`src/rtl/eflags_commit_if.sv`:
```
// rtl/eflags_commit_if.sv - execute-to-commit flag update channel
//
// Carries one flag update per handshake from the execute stage.
//   ex_valid : producer presents an update (held with data until accepted)
//   ex_ready : consumer can take the update this cycle
//   ex_flags : packed flag word (OF=11 DF=10 SF=7 ZF=6 AF=4 PF=2 CF=0)
//   ex_mask  : per-flag write enable {OF,DF,SF,ZF,AF,PF,CF}
//   ex_op    : 00/11 masked merge, 01 CMC, 10 full load
interface eflags_commit_if;
    logic        ex_valid;
    logic        ex_ready;
    logic [31:0] ex_flags;
    logic [6:0]  ex_mask;
    logic [1:0]  ex_op;

    modport master (
        output ex_valid,
        output ex_flags,
        output ex_mask,
        output ex_op,
        input  ex_ready
    );

    modport slave (
        input  ex_valid,
        input  ex_flags,
        input  ex_mask,
        input  ex_op,
        output ex_ready
    );
endinterface

```
`src/rtl/eflags_commit.sv`:
```
// rtl/eflags_commit.sv - architectural EFLAGS register with one-entry commit buffer
//
// Ports:
//   clk, reset    : clock, asynchronous active-high reset
//   ex            : update channel (slave side), see eflags_commit_if
//   issue_flag_wr : decode issued a future flag writer (pending +1)
//   wb_stall      : holds the buffered update back from committing
//   flags         : architectural EFLAGS, reserved bits read as 0
//   flags_busy    : at least one flag writer in flight
//   flag_err      : sticky pending-counter overflow/underflow
module eflags_commit #(
    parameter int PEND_W = 3
) (
    input  logic           clk,
    input  logic           reset,
    eflags_commit_if.slave ex,
    input  logic           issue_flag_wr,
    input  logic           wb_stall,
    output logic [31:0]    flags,
    output logic           flags_busy,
    output logic           flag_err
);
    localparam logic [PEND_W-1:0] PEND_MAX  = '1;
    localparam logic [PEND_W-1:0] PEND_ZERO = '0;
    localparam logic [PEND_W-1:0] PEND_ONE  = PEND_ZERO + 1'b1;

    // Flags are stored compactly in mask order {OF,DF,SF,ZF,AF,PF,CF}, so
    // reserved bits never have storage and cannot be written.
    logic [6:0]        arch;
    logic [6:0]        buf_flags;
    logic [6:0]        buf_mask;
    logic [1:0]        buf_op;
    logic              buf_valid;
    logic [PEND_W-1:0] pending;

    logic              accept;
    logic              commit;
    logic [6:0]        ex_flags7;
    logic [6:0]        arch_next;
    logic [PEND_W-1:0] pend_next;
    logic              err_set;
    logic              unused_bits;

    assign ex_flags7 = {ex.ex_flags[11], ex.ex_flags[10], ex.ex_flags[7],
                        ex.ex_flags[6],  ex.ex_flags[4],  ex.ex_flags[2],
                        ex.ex_flags[0]};
    assign unused_bits = ^{ex.ex_flags[31:12], ex.ex_flags[9:8], ex.ex_flags[5],
                           ex.ex_flags[3], ex.ex_flags[1]};

    // A commit frees the buffer in the same cycle, so a stall-free pipeline
    // sustains one update per clock.
    assign ex.ex_ready = !buf_valid || !wb_stall;
    assign accept      = ex.ex_valid && ex.ex_ready;
    assign commit      = buf_valid && !wb_stall;

    assign flags = {20'b0, arch[6], arch[5], 2'b00, arch[4], arch[3], 1'b0,
                    arch[2], 1'b0, arch[1], 1'b0, arch[0]};

    always_comb begin
        arch_next = arch;
        case (buf_op)
            2'b01:   arch_next = {arch[6:1], ~arch[0]};
            2'b10:   arch_next = buf_flags;
            default: arch_next = (arch & ~buf_mask) | (buf_flags & buf_mask);
        endcase
    end

    // Issue and commit together cancel, even at zero, so that case is not
    // an underflow.
    always_comb begin
        pend_next = pending;
        err_set   = 1'b0;
        if (issue_flag_wr && !commit) begin
            if (pending == PEND_MAX) err_set = 1'b1;
            else                     pend_next = pending + PEND_ONE;
        end else if (commit && !issue_flag_wr) begin
            if (pending == PEND_ZERO) err_set = 1'b1;
            else                      pend_next = pending - PEND_ONE;
        end
    end

    always_ff @(posedge clk or posedge reset) begin
        if (reset) begin
            arch       <= '0;
            buf_flags  <= '0;
            buf_mask   <= '0;
            buf_op     <= '0;
            buf_valid  <= 1'b0;
            pending    <= '0;
            flags_busy <= 1'b0;
            flag_err   <= 1'b0;
        end else begin
            if (commit) begin
                arch <= arch_next;
            end
            if (accept) begin
                buf_flags <= ex_flags7;
                buf_mask  <= ex.ex_mask;
                buf_op    <= ex.ex_op;
                buf_valid <= 1'b1;
            end else if (commit) begin
                buf_valid <= 1'b0;
            end
            pending    <= pend_next;
            flags_busy <= (pend_next != PEND_ZERO);
            if (err_set) begin
                flag_err <= 1'b1;
            end
        end
    end
endmodule
```
`src/flat_wrapper.sv`:
```
// flat-port wrapper written by rule: the top's interface ports become plain ports
module eflags_commit_flat 
#(
    parameter int PEND_W = 3
)
  (clk, reset, issue_flag_wr, wb_stall, flags, flags_busy, flag_err, ex_ex_valid, ex_ex_flags, ex_ex_mask, ex_ex_op, ex_ex_ready);
  eflags_commit_if ex_i ();
  input  logic clk;
  input  logic reset;
  input  logic issue_flag_wr;
  input  logic wb_stall;
  output logic [31:0] flags;
  output logic flags_busy;
  output logic flag_err;
  input wire logic [$bits(ex_i.ex_valid)-1:0] ex_ex_valid;
  input wire logic [$bits(ex_i.ex_flags)-1:0] ex_ex_flags;
  input wire logic [$bits(ex_i.ex_mask)-1:0] ex_ex_mask;
  input wire logic [$bits(ex_i.ex_op)-1:0] ex_ex_op;
  output wire logic [$bits(ex_i.ex_ready)-1:0] ex_ex_ready;
  assign ex_i.ex_valid = ex_ex_valid;
  assign ex_i.ex_flags = ex_ex_flags;
  assign ex_i.ex_mask = ex_ex_mask;
  assign ex_i.ex_op = ex_ex_op;
  assign ex_ex_ready = ex_i.ex_ready;
  eflags_commit #(.PEND_W(PEND_W)) u_core (.clk(clk), .reset(reset), .ex(ex_i), .issue_flag_wr(issue_flag_wr), .wb_stall(wb_stall), .flags(flags), .flags_busy(flags_busy), .flag_err(flag_err));
endmodule
```
`config.mk`:
```
export PLATFORM = sky130hd
export DESIGN_NAME = eflags_commit_flat
export DESIGN_NICKNAME = d
export VERILOG_FILES = /design/src/rtl/eflags_commit_if.sv /design/src/rtl/eflags_commit.sv /design/src/flat_wrapper.sv
export SDC_FILE = /design/constraint.sdc
export NUM_CORES = 1
export LEC_CHECK = 0
export ABC_CLOCK_PERIOD_IN_PS = 3600
export BUFFER_PORTS_ARGS = -buffer_cell sky130_fd_sc_hd__buf_2
export CORE_MARGIN = 10
export CORE_UTILIZATION = 49
export DETAILED_ROUTE_END_ITERATION = 10
export MAX_ROUTING_LAYER = met4
export PLACE_DENSITY = 0.82
export SLEW_MARGIN = 5
export SYNTH_ARGS = -nofsm -noshare
export SYNTH_HDL_FRONTEND = slang
export SYNTH_SLANG_ARGS = --single-unit
```
`constraint.sdc`:
```
create_clock -name clk -period 3.6 [get_ports clk]
set_input_delay 0.54 -clock clk [delete_from_list [all_inputs] [get_ports clk]]
set_output_delay 0.54 -clock clk [all_outputs]
set_load 0.02 [all_outputs]
```
==> key figures, run 1 <==
Floorplanning
  • Die Y: 77.0 um
  • Core region area: around 0.0031 mm2
  • I/O Pins: 81
  • Initial Util: 0.517
  • Std-Cell Rows: 20
  • Die ar.: 0.00593 mm2
  • Die X-Extent: about 77 um

Routing
  • Pre-antenna DRT Iters: 6
  • Routed wire length: between 3 and 4 mm
  • Via count: 1,148
  • Post-route ant nets: 0
  • Detailed-route vias per instance: 4.97
  • DR WL/cell: 14.1 um
  • DRT iter0 DRCs: 46
  • DRC Markers: 0

Setup path
  • Crit-path slowest cell: or4b_1
  • Crit path max-delay family: simple AND/OR/NAND/NOR gates
  • CP Launch Type: register
  • Worst path cell trace: inv_1 -> ha_1 -> nand2b_1 -> and4_4 -> a2111o_1 -> or4b_1
  • Worst EP required: 3800 ps
  • Worst Setup End Kind: register
  • Bufs and invs on worst path: 1
  • Worst-path fanout max: 4
  • Worst Path Arrival: 2310 ps
  • Crit Path Class: register to register
  • Worst path max stage delay: between 500 and 600 ps

Finish
  • Layout cells sized above 1: 0.273
  • Fillers: 295
  • Post-route cell area: about 0.0018 mm2
  • Nets: 237
  • Synth-to-Final Area Change: 10.5%
  • Total inserted antenna cells: 0

Placement
  • Placed Area: ~0.0017 mm2
  • RePlAce Congestion: 0.851
  • Port buffer count: 30
  • Hpwl dp: approximately 2.5 mm

Synth
  • Synth warn: 0
  • Fraction of registers with async set/reset: 1.00
  • Sequential share of the synthesized area: 0.456
  • Synth Register Bits: 29
  • Library cells used by synthesis: 33
  • Syn_area_per_cell: 10.3 um2
  • Cell count after synthesis: 155
  • Top-area cell type share of the netlist area: 0.456
  • Top FF cell, synth: dfrtp_1
  • Post-Syn Area: approximately 0.0016 mm2
  • Yosys top cell by area: dfrtp_1
  • Synth top area cells: dfrtp_1, buf_4, mux2_2
  • Post-synth EDFFs: 0

GRT
  • Total global-route track usage: 0.114
  • First-pass GRT wire length: between 5 and 6 mm
  • Initial antenna violation count: 0
  • Overflow after GRT: 0
  • Number of global-route vias before repair: 1,198
  • Largest net degree at the start of global routing: 30

STA
  • Upper clock frequency limit: around 470 MHz
  • Tmin final: around 2100 ps
  • Worst-Margin Slew: between 1000 and 1500 ps
  • Fin crit share: 0.586
  • Clock skew: 10.2 ps
  • Final max-slew violation count: 0
  • Final setup violating endpoints: 0
  • Final number of hold-violating endpoints: 0
  • RSZ-0062 raised after global routing: false
  • Max transition margin: 0.271
  • Setup TNS: 0 ps

Outcome
  • Status: completed

Clocking
  • Clock Sink Count: 29
  • CTS tree: built
  • Worst-Skew Late Latency: ~330 ps
  • H-tree Lvls: 2
  • Worst-path clk slew: ~90 ps
  • CTS root buf: clkbuf_4
  • Max clock buf depth: 2
  • Setup Buffers After CTS: 0
  • Hold_buf cts: 0
  • Num CTS Buffers: 5
  • CTS resizes: 0

Job
  • Max cap viols: 0

Pwr
  • Leak: 0.883 nW
  • Peak VDD IR: about 340 uV
  • Pwr per Cell Area: about 630 mW/mm2

Min path
  • Hold crit path type: input port to register
final timing paths:
kind,start,endpoint,slack [ps],cells after the start
setup / recovery,u_core.pending[0],u_core.flags_busy,1490,6
hold / removal,ex_ex_valid,u_core.buf_valid,400,2
setup reg to reg,u_core.pending[0],u_core.flags_busy,1490,6
hold reg to reg,u_core.flag_err,u_core.flag_err,490,2
max in group asynchronous,reset,u_core.flags_busy,2470,2
min in group asynchronous,reset,u_core.buf_flags[6],460,2
cell usage after synthesis (3+ instances only):
master,count
inv_1,9
buf_4,25
ha_1,5
nor2_1,3
dfrtp_1,29
o21ai_0,15
a32o_1,5
nand2_1,20
mux2_2,11
nand2b_1,4
power breakdown:
group,internal [mW],switching (mW),total (mW)
combinational,0.142,0.222,0.365
sequential,0.403,0.0531,0.456
clock,0.165,0.119,0.284
stage by stage:
stage	util	hold slack (ps)	cells	worst slack (ps)	power [mW]
3_5_place_dp	0.543	474	223	1510	0.830
3_3_place_gp	0.543	448	223	1540	0.812
2_1_floorplan	-	458	179	1650	0.741
5_1_grt	0.572	391	231	1370	1.18
4_1_cts	0.572	391	231	1490	1.11
6_report	0.572	404	231	1490	1.11
cell families after synthesis:
family,after synthesis,synth area share
mux,13,0.0920
simple gates,37,0.120
other cells,1,0.00236
buf+inv,39,0.157
compound gates,31,0.133
flops,29,0.456
fa+ha+maj,5,0.0393
cell usage in the layout (no fill, tap or decap):
| master | instances |
|---|---|
| buf_2 | 30 |
| dfrtp_1 | 29 |
| conb_1 | 25 |
| nand2_1 | 20 |
| o21ai_0 | 15 |
| mux2_2 | 11 |
| inv_1 | 9 |
| a32o_1 | 5 |
| ha_1 | 5 |
| clkbuf_4 | 5 |
| nand2b_1 | 4 |
| nor2_1 | 3 |
| and2_1 | 2 |
| mux2_1 | 2 |
| a21oi_1 | 2 |
| o221ai_1 | 2 |
| a31oi_1 | 2 |
| nor2b_4 | 1 |
| and4_4 | 1 |
| o211a_1 | 1 |
| nor4_1 | 1 |
| a2111o_1 | 1 |
| a221oi_1 | 1 |
| o211ai_1 | 1 |
| nand3b_1 | 1 |
| or3_1 | 1 |
| or4b_1 | 1 |
| nand4_1 | 1 |
| nor2b_1 | 1 |
| a2bb2oi_1 | 1 |
| clkbuf_8 | 1 |
| bufinv_16 | 1 |
| clkinvlp_4 | 1 |
layer usage:
metal,up-vias,global-route usage,wire length [um]
met1,547,0.122,1310
met3,4,0.0781,400
li1,543,-,-
met2,54,0.165,1530
met4,0,0.0401,33
met5,-,-,0
cell type report:
type | instances | area [um2] | area share
Clock inverter | 2 | 37.5 | 0.0213
Inverter | 9 | 33.8 | 0.0192
Clock buffer | 6 | 51.3 | 0.0292
Tap cell | 44 | 55.1 | 0.0313
Multi-Input combinational cell | 111 | 706 | 0.401
Sequential cell | 29 | 726 | 0.413
Timing Repair Buffer | 30 | 150 | 0.0853
No activity file was read; power rests on OpenSTA's default activity.
==> inputs of run 2 (changes only) <==
ABC_AREA = 1   (was default)
ABC_CLOCK_PERIOD_IN_PS = 1720   (was 3600)
CORE_UTILIZATION = 41   (was 49)
PLACE_DENSITY = 0.73   (was 0.82)
clock period = 1.72 ns   (was 3.6 ns; I/O delays follow)
==> key figures, run 2 <==
Setup path
  • Crit-path slowest cell: dfrtp_1
  • Bufs and invs on worst path: 1
  • Crit-path most repeated cell: nand2_1
  • Worst path cell trace: inv_1 -> ha_1 -> nand2_1 -> nand2_1 -> nand2_1 -> nand2_1 -> nand2_1 -> nand2_1 -> nand2_1 -> nor2_1 -> nand2_1
  • Worst-path fanout max: 5
  • Worst path max stage delay: about 420 ps
  • Worst Path Arrival: about 1600 ps
  • Crit path max-delay family: simple AND/OR/NAND/NOR gates
  • CP Launch Type: register
  • Crit Path Class: register to register
  • Worst EP required: 1880 ps
  • Worst Setup End Kind: register

Clocking
  • Num CTS Buffers: 5
  • Worst-Skew Late Latency: ~270 ps
  • Clock Sink Count: 29
  • H-tree Lvls: 2
  • Hold_buf cts: 0
  • CTS tree: built
  • CTS root buf: clkbuf_8
  • Setup Buffers After CTS: 0
  • Worst-path clk slew: 60 ps
  • Max clock buf depth: 2
  • CTS resizes: 0

GRT
  • Initial antenna violation count: 0
  • First-pass GRT wire length: 5.15 mm
  • Number of global-route vias before repair: about 1,200
  • Total global-route track usage: 0.102
  • Overflow after GRT: 0
  • Largest net degree at the start of global routing: 30

Synth
  • Yosys top cell by area: dfrtp_1
  • Largest family of logic cells by synthesized area: buffers and inverters
  • Post-synth EDFFs: 0
  • Top-count cell post-synth: dfrtp_1
  • Most frequent cells after synthesis: dfrtp_1, buf_4, nor2_1
  • Post-Synth XOR/XNOR Area: 0.00554
  • Post-Syn Area: around 0.0016 mm2
  • Top-area cell type share of the netlist area: 0.459
  • Post-Synth Adder-Cell Area: 0.0396
  • Synth top area cells: dfrtp_1, buf_4, nor2_1
  • Synth Register Bits: 29
  • Top FF cell, synth: dfrtp_1
  • Post-synthesis mux area share: 0.0570
  • Compound-Gate Fraction of Synth Area: 0.100
  • Library cells used by synthesis: 21
  • Sequential share of the synthesized area: 0.459
  • Synth warn: 0
  • Syn_area_per_cell: 8.88 um2
  • Fraction of registers with async set/reset: 1.00
  • Simple-gate share of the synthesized area: 0.150
  • Cell count after synthesis: approximately 180

Pwr
  • Peak VDD IR: ~600 uV
  • Comb power frac: 0.371
  • Net switching power: slightly above 0.9 mW
  • Clock power frac: 0.214
  • P_int: 1.43 mW
  • Seq pwr share: 0.415
  • Total Power: 2.34 mW
  • Leak: approximately 0.95 nW
  • Switching share of power: 0.387
  • Pwr per Cell Area: around 1300 mW/mm2

Finish
  • Layout cells sized above 1: 0.255
  • Commonest non-fill, non-tap cells in the layout: buf_2, dfrtp_1, nor2_1, conb_1, nand2_1
  • Synth-to-Final Area Change: 11.2%
  • Nets: around 260
  • Most common cell after layout, fill and taps aside: buf_2
  • Total inserted antenna cells: 0

Floorplanning
  • Std-Cell Rows: 22
  • Die ar.: 0.00674 mm2
  • Die X-Extent: 82.1 um
  • I/O Pins: 81
  • Core region area: between 0.003 and 0.004 mm2
  • Initial Util: 0.429
  • Die Y: about 82 um

STA
  • Final max-slew violation count: 0
  • Final setup violating endpoints: 0
  • RSZ-0062 raised after global routing: false
  • Setup TNS: 0 ps
  • Final number of hold-violating endpoints: 0
  • Clock skew: 3.47 ps
  • Fin crit share: 0.844
  • Upper clock frequency limit: about 700 MHz
  • Tmin final: 1450 ps

Job
  • Max cap viols: 0

Routing
  • Post-route ant nets: 0
  • DR WL/cell: ~12 um
  • DRT iter0 DRCs: 41
  • Pre-antenna DRT Iters: 4
  • Detailed-route vias per instance: 4.40
  • Via count: 1,145
  • Routed wire length: 3.17 mm
  • DRC Markers: 0

Placement
  • RePlAce Congestion: between 0.7 and 0.8
  • Hpwl dp: around 2.5 mm
  • Port buffer count: 30

Outcome
  • Status: completed

Min path
  • Hold crit path type: input port to async pin
run 2: cells by family after synthesis:
logic type               count (synthesis)
flip-flops                              29
other                                    1
adder cells (fa/ha/maj)                  5
multiplexers                             8
XOR/XNOR                                 1
AND/OR/NAND/NOR                         58
AO/OA/AOI/OAI                           27
buffers and inverters                   49
run 2: area by class of cell:
| cell class | instances | area, um2 |
|---|---|---|
| Sequential cell | 29 | 726 |
| Multi-Input combinational cell | 124 | 651 |
| Tap cell | 48 | 60.1 |
| Fill cell | 363 | 1930 |
| Inverter | 20 | 75.1 |
| Clock inverter | 1 | 5.00 |
| Timing Repair Buffer | 33 | 173 |
| Clock buffer | 5 | 68.8 |
run 2: per-layer routing:
layer  vias up  GRT usage  routed length (um)
li1        578          -                   -
met2        40      0.158                1500
met3         5     0.0432                 363
met5         -          -                   0
met1       522      0.113                1280
met4         0     0.0442                  35
run 2: power by group through the flow:
stage | logic [mW] | clock network, mW | registers (mW)
detailed placement | 0.872 | 0 | 0.980
global placement | 0.846 | 0 | 0.971
floorplan | 0.568 | 0 | 1.08
finish | 0.867 | 0.501 | 0.969
global route | 0.998 | 0.554 | 0.997
CTS | 0.878 | 0.518 | 0.969
run 2: path summary, 6_finish.rpt:
| path | start | end | slack (ps) | cells past startpoint |
|---|---|---|---|---|
| min in group clk | ex_ex_flags[11] | u_core.buf_flags[6] | 210 | 2 |
| max | u_core.pending[0] | u_core.flags_busy | 270 | 11 |
| min reg2reg | u_core.flag_err | u_core.flag_err | 480 | 2 |
| max reg2reg | u_core.pending[0] | u_core.flags_busy | 270 | 11 |
| min | reset | async pin | 50 | 3 |
| max in group asynchronous | reset | u_core.buf_flags[1] | 1400 | 3 |
run 2: per-stage QoR:
stage	area [um2]	hold WS (ps)	utilization	cells	setup WS [ps]
after detailed placement	1680	358	0.457	254	265
after global routing	1760	80.6	0.477	260	16.6
after CTS	1760	60.0	0.477	260	248
after global placement	1680	345	0.457	254	283
after floorplan	1670	336	-	202	413
final	1760	50.8	0.477	260	269
run 2: tightest hold or removal path, stage by stage:
cell and delay (ps):
buf_2 100, inv_1 40, buf_4 330
